**src/rtl/match_pkg.sv**
```systemverilog
// Shared types and helpers for the round/match sequencer.
package match_pkg;

    typedef enum logic [2:0] {
        TITLE,
        COUNTDOWN,
        FIGHT,
        ROUND_END,
        MATCH_END
    } match_state_t;

    // hp_state and match_winner share one encoding
    typedef enum logic [1:0] {
        WIN_NONE = 2'b00,
        WIN_P1   = 2'b01,
        WIN_P2   = 2'b10,
        WIN_DRAW = 2'b11
    } win_code_t;

    localparam logic [1:0] COUNTDOWN_START = 2'd3;

    function automatic logic [2:0] sat_inc(input logic [2:0] value, input logic [2:0] cap);
        return (value == cap) ? value : value + 3'd1;
    endfunction

    // A side at the target wins outright; otherwise (round cap) the higher count wins
    function automatic win_code_t pick_winner(input logic [2:0] p1, input logic [2:0] p2,
                                              input logic [2:0] target);
        if (p1 == target)   return WIN_P1;
        if (p2 == target)   return WIN_P2;
        if (p1 > p2)        return WIN_P1;
        if (p2 > p1)        return WIN_P2;
        return WIN_DRAW;
    endfunction

endpackage

```
**src/rtl/match_controller_tick_second_counter.sv**
```systemverilog
// Divides the game tick strobe down to one pulse per displayed second.
module tick_second_counter #(
    parameter int TICKS_PER_SEC = 20
) (
    input  logic clk,
    input  logic reset_n,
    input  logic tick_en,
    input  logic clear,
    output logic sec_pulse
);

    localparam int W = (TICKS_PER_SEC > 1) ? $clog2(TICKS_PER_SEC) : 1;
    localparam logic [W-1:0] LAST = W'(TICKS_PER_SEC - 1);

    logic [W-1:0] count;

    always_ff @(posedge clk or negedge reset_n) begin
        if (!reset_n)
            count <= '0;
        else if (clear)
            count <= '0;
        else if (tick_en)
            count <= (count == LAST) ? '0 : count + 1'b1;
    end

    // Not gated by clear, so the FSM can use it to decide its own transitions
    assign sec_pulse = tick_en && (count == LAST);

endmodule

```
**src/rtl/match_controller.sv**
```systemverilog
// Best-of-N round/match sequencer: countdown, fight, round-end and match-end holds, scoring.
// Define ROUND_TIMER_EN to build the round timer; otherwise only hp_state ends a round.
module match_controller
    import match_pkg::*;
#(
    parameter int TICKS_PER_SEC = 20,
    parameter int ROUNDS_TO_WIN = 2,
    parameter int MAX_ROUNDS    = 5,
    parameter int ROUND_SECS    = 99,
    parameter int HOLD_TICKS    = 40
) (
    input  logic       clk,
    input  logic       reset_n,
    input  logic       tick_en,
    input  logic [1:0] hp_state,
    input  logic [8:0] health_1,
    input  logic [8:0] health_2,
    input  logic       confirm_btn,
    input  logic       force_reset,
    output logic       round_reset,
    output logic       controls_en,
    output logic [2:0] p1_rounds,
    output logic [2:0] p2_rounds,
    output logic [2:0] round_num,
    output logic [6:0] timer_secs,
    output logic [1:0] countdown,
    output logic [1:0] match_winner
);

    localparam int HW = (HOLD_TICKS > 1) ? $clog2(HOLD_TICKS) : 1;
    localparam logic [HW-1:0] HOLD_LAST = HW'(HOLD_TICKS - 1);
    localparam logic [2:0] RTW       = 3'(ROUNDS_TO_WIN);
    localparam logic [2:0] MAXR      = 3'(MAX_ROUNDS);
    localparam logic [6:0] SECS_INIT = 7'(ROUND_SECS);

    match_state_t  state, state_nx;
    logic [1:0]    countdown_nx;
    logic [2:0]    p1_nx, p2_nx, round_nx;
    win_code_t     winner_nx;
    logic          round_reset_nx, controls_nx;
    logic [HW-1:0] hold_cnt, hold_nx;
    logic [HW-1:0] force_cnt, force_nx;
    logic          go_title;
    logic          timeout;
    logic          sec_pulse;
    logic          sub_clear;

    assign sub_clear = tick_en && (state_nx != state);

    tick_second_counter #(.TICKS_PER_SEC(TICKS_PER_SEC)) u_sec (
        .clk       (clk),
        .reset_n   (reset_n),
        .tick_en   (tick_en),
        .clear     (sub_clear),
        .sec_pulse (sec_pulse)
    );

`ifdef ROUND_TIMER_EN
    logic [6:0] timer_q, timer_nx;

    // Timeout fires on the tick the timer would reach zero
    assign timeout = (timer_q == 7'd0) || (sec_pulse && timer_q == 7'd1);

    always_comb begin
        timer_nx = timer_q;
        if (tick_en) begin
            if (go_title || (state == COUNTDOWN && state_nx == FIGHT))
                timer_nx = SECS_INIT;
            else if (state == FIGHT && sec_pulse && timer_q != 7'd0)
                timer_nx = timer_q - 7'd1;
        end
    end

    always_ff @(posedge clk or negedge reset_n) begin
        if (!reset_n)
            timer_q <= SECS_INIT;
        else
            timer_q <= timer_nx;
    end

    assign timer_secs = timer_q;
`else
    assign timeout    = 1'b0;
    assign timer_secs = SECS_INIT;
`endif

    always_comb begin
        state_nx       = state;
        countdown_nx   = countdown;
        p1_nx          = p1_rounds;
        p2_nx          = p2_rounds;
        round_nx       = round_num;
        winner_nx      = win_code_t'(match_winner);
        round_reset_nx = round_reset;
        controls_nx    = controls_en;
        hold_nx        = hold_cnt;
        force_nx       = force_cnt;
        go_title       = 1'b0;

        if (tick_en) begin
            force_nx = force_reset ? force_cnt + 1'b1 : '0;

            case (state)
                TITLE: begin
                    round_reset_nx = 1'b1;
                    if (confirm_btn) begin
                        state_nx       = COUNTDOWN;
                        countdown_nx   = COUNTDOWN_START;
                        round_reset_nx = 1'b0;
                    end
                end
                COUNTDOWN: begin
                    round_reset_nx = 1'b0;
                    if (sec_pulse) begin
                        if (countdown == 2'd1) begin
                            state_nx     = FIGHT;
                            countdown_nx = 2'd0;
                            controls_nx  = 1'b1;
                        end else begin
                            countdown_nx = countdown - 2'd1;
                        end
                    end
                end
                FIGHT: begin
                    // A KO code outranks a timeout landing on the same tick
                    if (hp_state != WIN_NONE || timeout) begin
                        state_nx    = ROUND_END;
                        controls_nx = 1'b0;
                        hold_nx     = '0;
                        if (hp_state == WIN_P1 || (hp_state == WIN_NONE && health_1 > health_2))
                            p1_nx = sat_inc(p1_rounds, RTW);
                        else if (hp_state == WIN_P2 || (hp_state == WIN_NONE && health_2 > health_1))
                            p2_nx = sat_inc(p2_rounds, RTW);
                    end
                end
                ROUND_END: begin
                    if (hold_cnt == HOLD_LAST) begin
                        hold_nx = '0;
                        if (p1_rounds == RTW || p2_rounds == RTW || round_num == MAXR) begin
                            state_nx  = MATCH_END;
                            winner_nx = pick_winner(p1_rounds, p2_rounds, RTW);
                        end else begin
                            state_nx       = COUNTDOWN;
                            round_nx       = round_num + 3'd1;
                            countdown_nx   = COUNTDOWN_START;
                            round_reset_nx = 1'b1;
                        end
                    end else begin
                        hold_nx = hold_cnt + 1'b1;
                    end
                end
                MATCH_END: begin
                    if (!confirm_btn)
                        hold_nx = '0;
                    else if (hold_cnt == HOLD_LAST)
                        go_title = 1'b1;
                    else
                        hold_nx = hold_cnt + 1'b1;
                end
                default: go_title = 1'b1;
            endcase

            if (force_reset && force_cnt == HOLD_LAST) begin
                go_title = 1'b1;
                force_nx = '0;
            end

            if (go_title) begin
                state_nx       = TITLE;
                countdown_nx   = 2'd0;
                p1_nx          = 3'd0;
                p2_nx          = 3'd0;
                round_nx       = 3'd1;
                winner_nx      = WIN_NONE;
                round_reset_nx = 1'b1;
                controls_nx    = 1'b0;
                hold_nx        = '0;
            end
        end
    end

    always_ff @(posedge clk or negedge reset_n) begin
        if (!reset_n) begin
            state        <= TITLE;
            countdown    <= 2'd0;
            p1_rounds    <= 3'd0;
            p2_rounds    <= 3'd0;
            round_num    <= 3'd1;
            match_winner <= WIN_NONE;
            round_reset  <= 1'b1;
            controls_en  <= 1'b0;
            hold_cnt     <= '0;
            force_cnt    <= '0;
        end else begin
            state        <= state_nx;
            countdown    <= countdown_nx;
            p1_rounds    <= p1_nx;
            p2_rounds    <= p2_nx;
            round_num    <= round_nx;
            match_winner <= winner_nx;
            round_reset  <= round_reset_nx;
            controls_en  <= controls_nx;
            hold_cnt     <= hold_nx;
            force_cnt    <= force_nx;
        end
    end

endmodule
```
**config.mk**
```make
export PLATFORM = sky130hd
export DESIGN_NAME = match_controller
export DESIGN_NICKNAME = d
export VERILOG_FILES = /design/src/rtl/match_pkg.sv /design/src/rtl/match_controller_tick_second_counter.sv /design/src/rtl/match_controller.sv
export SDC_FILE = /design/constraint.sdc
export NUM_CORES = 1
export LEC_CHECK = 0
export ABC_AREA = 1
export CAP_MARGIN = 20
export CORE_ASPECT_RATIO = 0.7
export CORE_MARGIN = 2
export CORE_UTILIZATION = 53
export DETAILED_ROUTE_END_ITERATION = 10
export PLACE_DENSITY = 0.8
export SLEW_MARGIN = 0
export SYNTH_ARGS = -nofsm -noshare
export SYNTH_HDL_FRONTEND = slang
export SYNTH_SLANG_ARGS = --single-unit
```
**constraint.sdc**
```tcl
create_clock -name clk -period 1.9 [get_ports clk]
set_input_delay 0.285 -clock clk [delete_from_list [all_inputs] [get_ports clk]]
set_output_delay 0.285 -clock clk [all_outputs]
set_load 0.005 [all_outputs]
```
==> impl_metrics.env <==
export IMPL_drcViolationCount=0
export IMPL_yosysWarnings=0
export IMPL_drtPass1Iterations=5
export IMPL_fin_nets=454
export IMPL_hpwlAfterDp_um=4467
export IMPL_path_delay_family="simple AND/OR/NAND/NOR gates"
export IMPL_synth_area_sq_mm=0.002574
export IMPL_min_period_over_period=0.9753
export IMPL_finalPower_uw=3197
export IMPL_rows=21
export IMPL_hold_path_class="in -> async"
export IMPL_track_usage=0.2370
export IMPL_pre_cts_ws_ns=-0.09922
export IMPL_fmax_ghz=0.5396
export IMPL_worstPathMaxFanout=3
export IMPL_endpoint_kind="flip-flop"
export IMPL_gp_congestion=0.9302
export IMPL_critical_path_buf_inv_count=4
export IMPL_final_setup_skew_ns=0.005260
export IMPL_cts_buffers=5
export IMPL_period_minus_slack_ns=1.853
export IMPL_start_kind="flip-flop"
export IMPL_cellLeakagePower_uw=0.001664
export IMPL_pin_count=47
export IMPL_worstSetupPathType="reg -> reg"
export IMPL_slew_viol_final=0
export IMPL_cts_sinks=35
export IMPL_cts_max_path_buffers=2
export IMPL_htreeDepth=2
export IMPL_ys_types=39
export IMPL_port_buffers=39
export IMPL_vdd_drop_max_uv=599.9
export IMPL_setup_ws_ns=0.04684
export IMPL_ys_seq_area_frac=0.3413
export IMPL_grt_pass1_wl_um=10210
export IMPL_syn_inst=338
export IMPL_die_height_um=62.31
export IMPL_slowest_stage="dfrtp_1"
export IMPL_antenna_cells=0
export IMPL_finalSetupViolations=0
export IMPL_via_per_inst=5.301
export IMPL_arrival_ns=2.02
export IMPL_cp_cell_sequence="inv_1 > ha_1 > inv_1 > nor2_1 > nor2_4 > buf_4 > nor4_4 > buf_4 > o21bai_1 > o22ai_1"
export IMPL_routed_wirelength_um=6261
export IMPL_grt_max_degree=36
export IMPL_wl_per_cell_um=13.46
export IMPL_num_vias=2465
export IMPL_place_area_sq_mm=0.003147
export IMPL_ant_nets=0
export IMPL_synth_area_per_cell_sq_um=7.615
export IMPL_cts_root_buf="clkbuf_8"
export IMPL_finalHoldViolations=0
export IMPL_drive_above_1_share=0.2059
export IMPL_cts_hold_buffers_added=0
export IMPL_fin_area_sq_mm=0.003398
export IMPL_utilization=0.7185
export IMPL_area_growth_syn_to_layout_pct=32.04
export IMPL_path_clk_slew_ns=0.07
export IMPL_antenna_found_initial=0
export IMPL_cts_tree="yes"
export IMPL_max_cap_violations=0
export IMPL_core_area_sq_mm=0.004730
export IMPL_die_area_sq_mm=0.005439
export IMPL_grt_pass1_vias=2223
export IMPL_gr_total_overflow=0
export IMPL_rrSetupSlack_ns=0.05
export IMPL_required_ns=2.07
export IMPL_worst_skew_pair_late_latency_ns=0.29
export IMPL_outcome="finished clean"
export IMPL_die_width_um=87.29
export IMPL_max_stage_delay_ns=0.38
export IMPL_initialDrtViolationCount=188
export IMPL_fill_cells=356
export IMPL_start_util=0.5442
export IMPL_power_density_mw_per_mm2=940.8
export IMPL_synth_seq_cells=35
==> logic make-up (layout without fill, tap and decap cells) <==
| kind of cell | Yosys count | after routing | synth area share |
|---|---|---|---|
| XOR/XNOR | 10 | 10 | 0.03403 |
| flip-flops | 35 | 35 | 0.3413 |
| buffers and inverters | 61 | 126 | 0.1084 |
| multiplexers | 1 | 1 | 0.003889 |
| other | 2 | 7 | 0.002918 |
| AO/OA/AOI/OAI | 56 | 56 | 0.1327 |
| AND/OR/NAND/NOR | 151 | 151 | 0.2698 |
| adder cells (fa/ha/maj) | 22 | 22 | 0.1070 |
==> layer usage <==
layer | vias up | track usage | part of all wire
li1 | 1227 | - | -
met4 | 0 | 0.06346 | 0.017
met5 | - | 0 | 0
met2 | 94 | 0.3456 | 0.45
met1 | 1128 | 0.3601 | 0.47
met3 | 16 | 0.04388 | 0.060
==> where the power goes <==
group	internal (uW)	switching, uW	leakage [uW]
logic	760	816	0.00116
registers	928	155	0.000462
clock network	258	280	0.0000422
==> per-stage QoR <==
step	cells	hold WS [ns]	setup TNS (ns)
floorplan	343	-0.01059	0
global placement	450	0.4772	-0.1299
detailed placement	450	0.5018	-0.2722
CTS	458	0.4273	0
global route	465	0.4478	-0.3651
finish	465	0.4073	0
==> final timing paths <==
check,startpoint,end,cells after the start
hold / removal,reset_n,force_cnt[4]$_DFFE_PN0P_,2
setup / recovery,p1_rounds[0]$_DFFE_PN0P_,match_winner[0]$_DFFE_PN0P_,10
max in group asynchronous,reset_n,round_reset$_DFFE_PN1P_,2
setup reg to reg,p1_rounds[0]$_DFFE_PN0P_,match_winner[0]$_DFFE_PN0P_,10
hold reg to reg,controls_en$_DFFE_PN0P_,controls_en$_DFFE_PN0P_,2
min in group clk,controls_en$_DFFE_PN0P_,controls_en$_DFFE_PN0P_,2
==> cell usage after synthesis <==
cell       n  area share
o21ai_2    5       0.017
nand2_2    5       0.012
o21bai_1   1      0.0029
clkinv_1   1      0.0015
a21oi_1   14       0.027
dfrtp_1   33        0.32
buf_4      8       0.023
o32ai_1    1      0.0034
nor3_1     5      0.0097
o21a_1     1      0.0029
inv_1     44       0.064
nor4_1     1      0.0024
o22ai_1    4      0.0097
o21ai_1    6       0.012
a31oi_1    1      0.0024
xor2_1     5       0.017
dfstp_2    2       0.020
a21boi_1   1      0.0029
o21ai_0   16       0.031
inv_2      3      0.0044
mux2i_1    1      0.0039
or2_2      1      0.0024
conb_1     2      0.0029
buf_6      2      0.0087
nand3_2    3       0.012
inv_4      1      0.0024
nand2_1   74        0.11
o211ai_2   2      0.0097
nand3_4    1      0.0068
buf_2      2      0.0039
nor3_2     1      0.0039
nor2_1    25       0.036
ha_1      22        0.11
nor2_4     1      0.0044
nor2_2     6       0.015
nand3_1   22       0.043
xnor2_1    5       0.017
o31ai_1    4       0.012
nand4_1    6       0.015
==> sequential cells by signal, summed over array words and instances, names as in the netlist, 2 cells and up <==
signal	count
force_cnt	6
hold_cnt	6
u_sec.count	5
p1_rounds	3
p2_rounds	3
round_num	3
state	3
countdown	2
match_winner	2
==> what timing repair did <==
item | in CTS | in global routing
buffers inserted | 0 | 7
gates resized for setup | 0 | 26
setup endpoints to repair | 0 | 19
==> area by class of cell <==
| cell class | instances | area, sq um | area share |
|---|---|---|---|
| flip-flops and latches | 35 | 878.3 | 0.2585 |
| clock buffers | 7 | 76.32 | 0.02246 |
| repair buffers | 69 | 653.1 | 0.1922 |
| inverters | 49 | 186.4 | 0.05486 |
| clock inverters | 1 | 5.005 | 0.001473 |
| well taps | 57 | 71.32 | 0.02099 |
| multi-input cells | 247 | 1528 | 0.4496 |
==> worst register-to-register path: cells and delay by family, from the launching register on <==
kind	cells	cell delay [ns]
flops	1	0.38
simple gates	3	0.54
compound gates	2	0.22
fa+ha+maj	1	0.15
buf+inv	4	0.46
==> placed cells by master (no fill, tap or decap), types with 6 or more instances in the layout <==
| cell | n |
|---|---|
| nand4_1 | 6 |
| ha_1 | 19 |
| a21oi_1 | 12 |
| o21ai_0 | 16 |
| o21ai_1 | 6 |
| nand2_2 | 11 |
| nor2_2 | 7 |
| buf_4 | 27 |
| inv_1 | 44 |
| clkdlybuf4s50_1 | 39 |
| nand3_1 | 21 |
| nor2_1 | 21 |
| dfrtp_1 | 33 |
| nand2_1 | 68 |
| conb_1 | 7 |
Power figures use the tool's default switching activity.
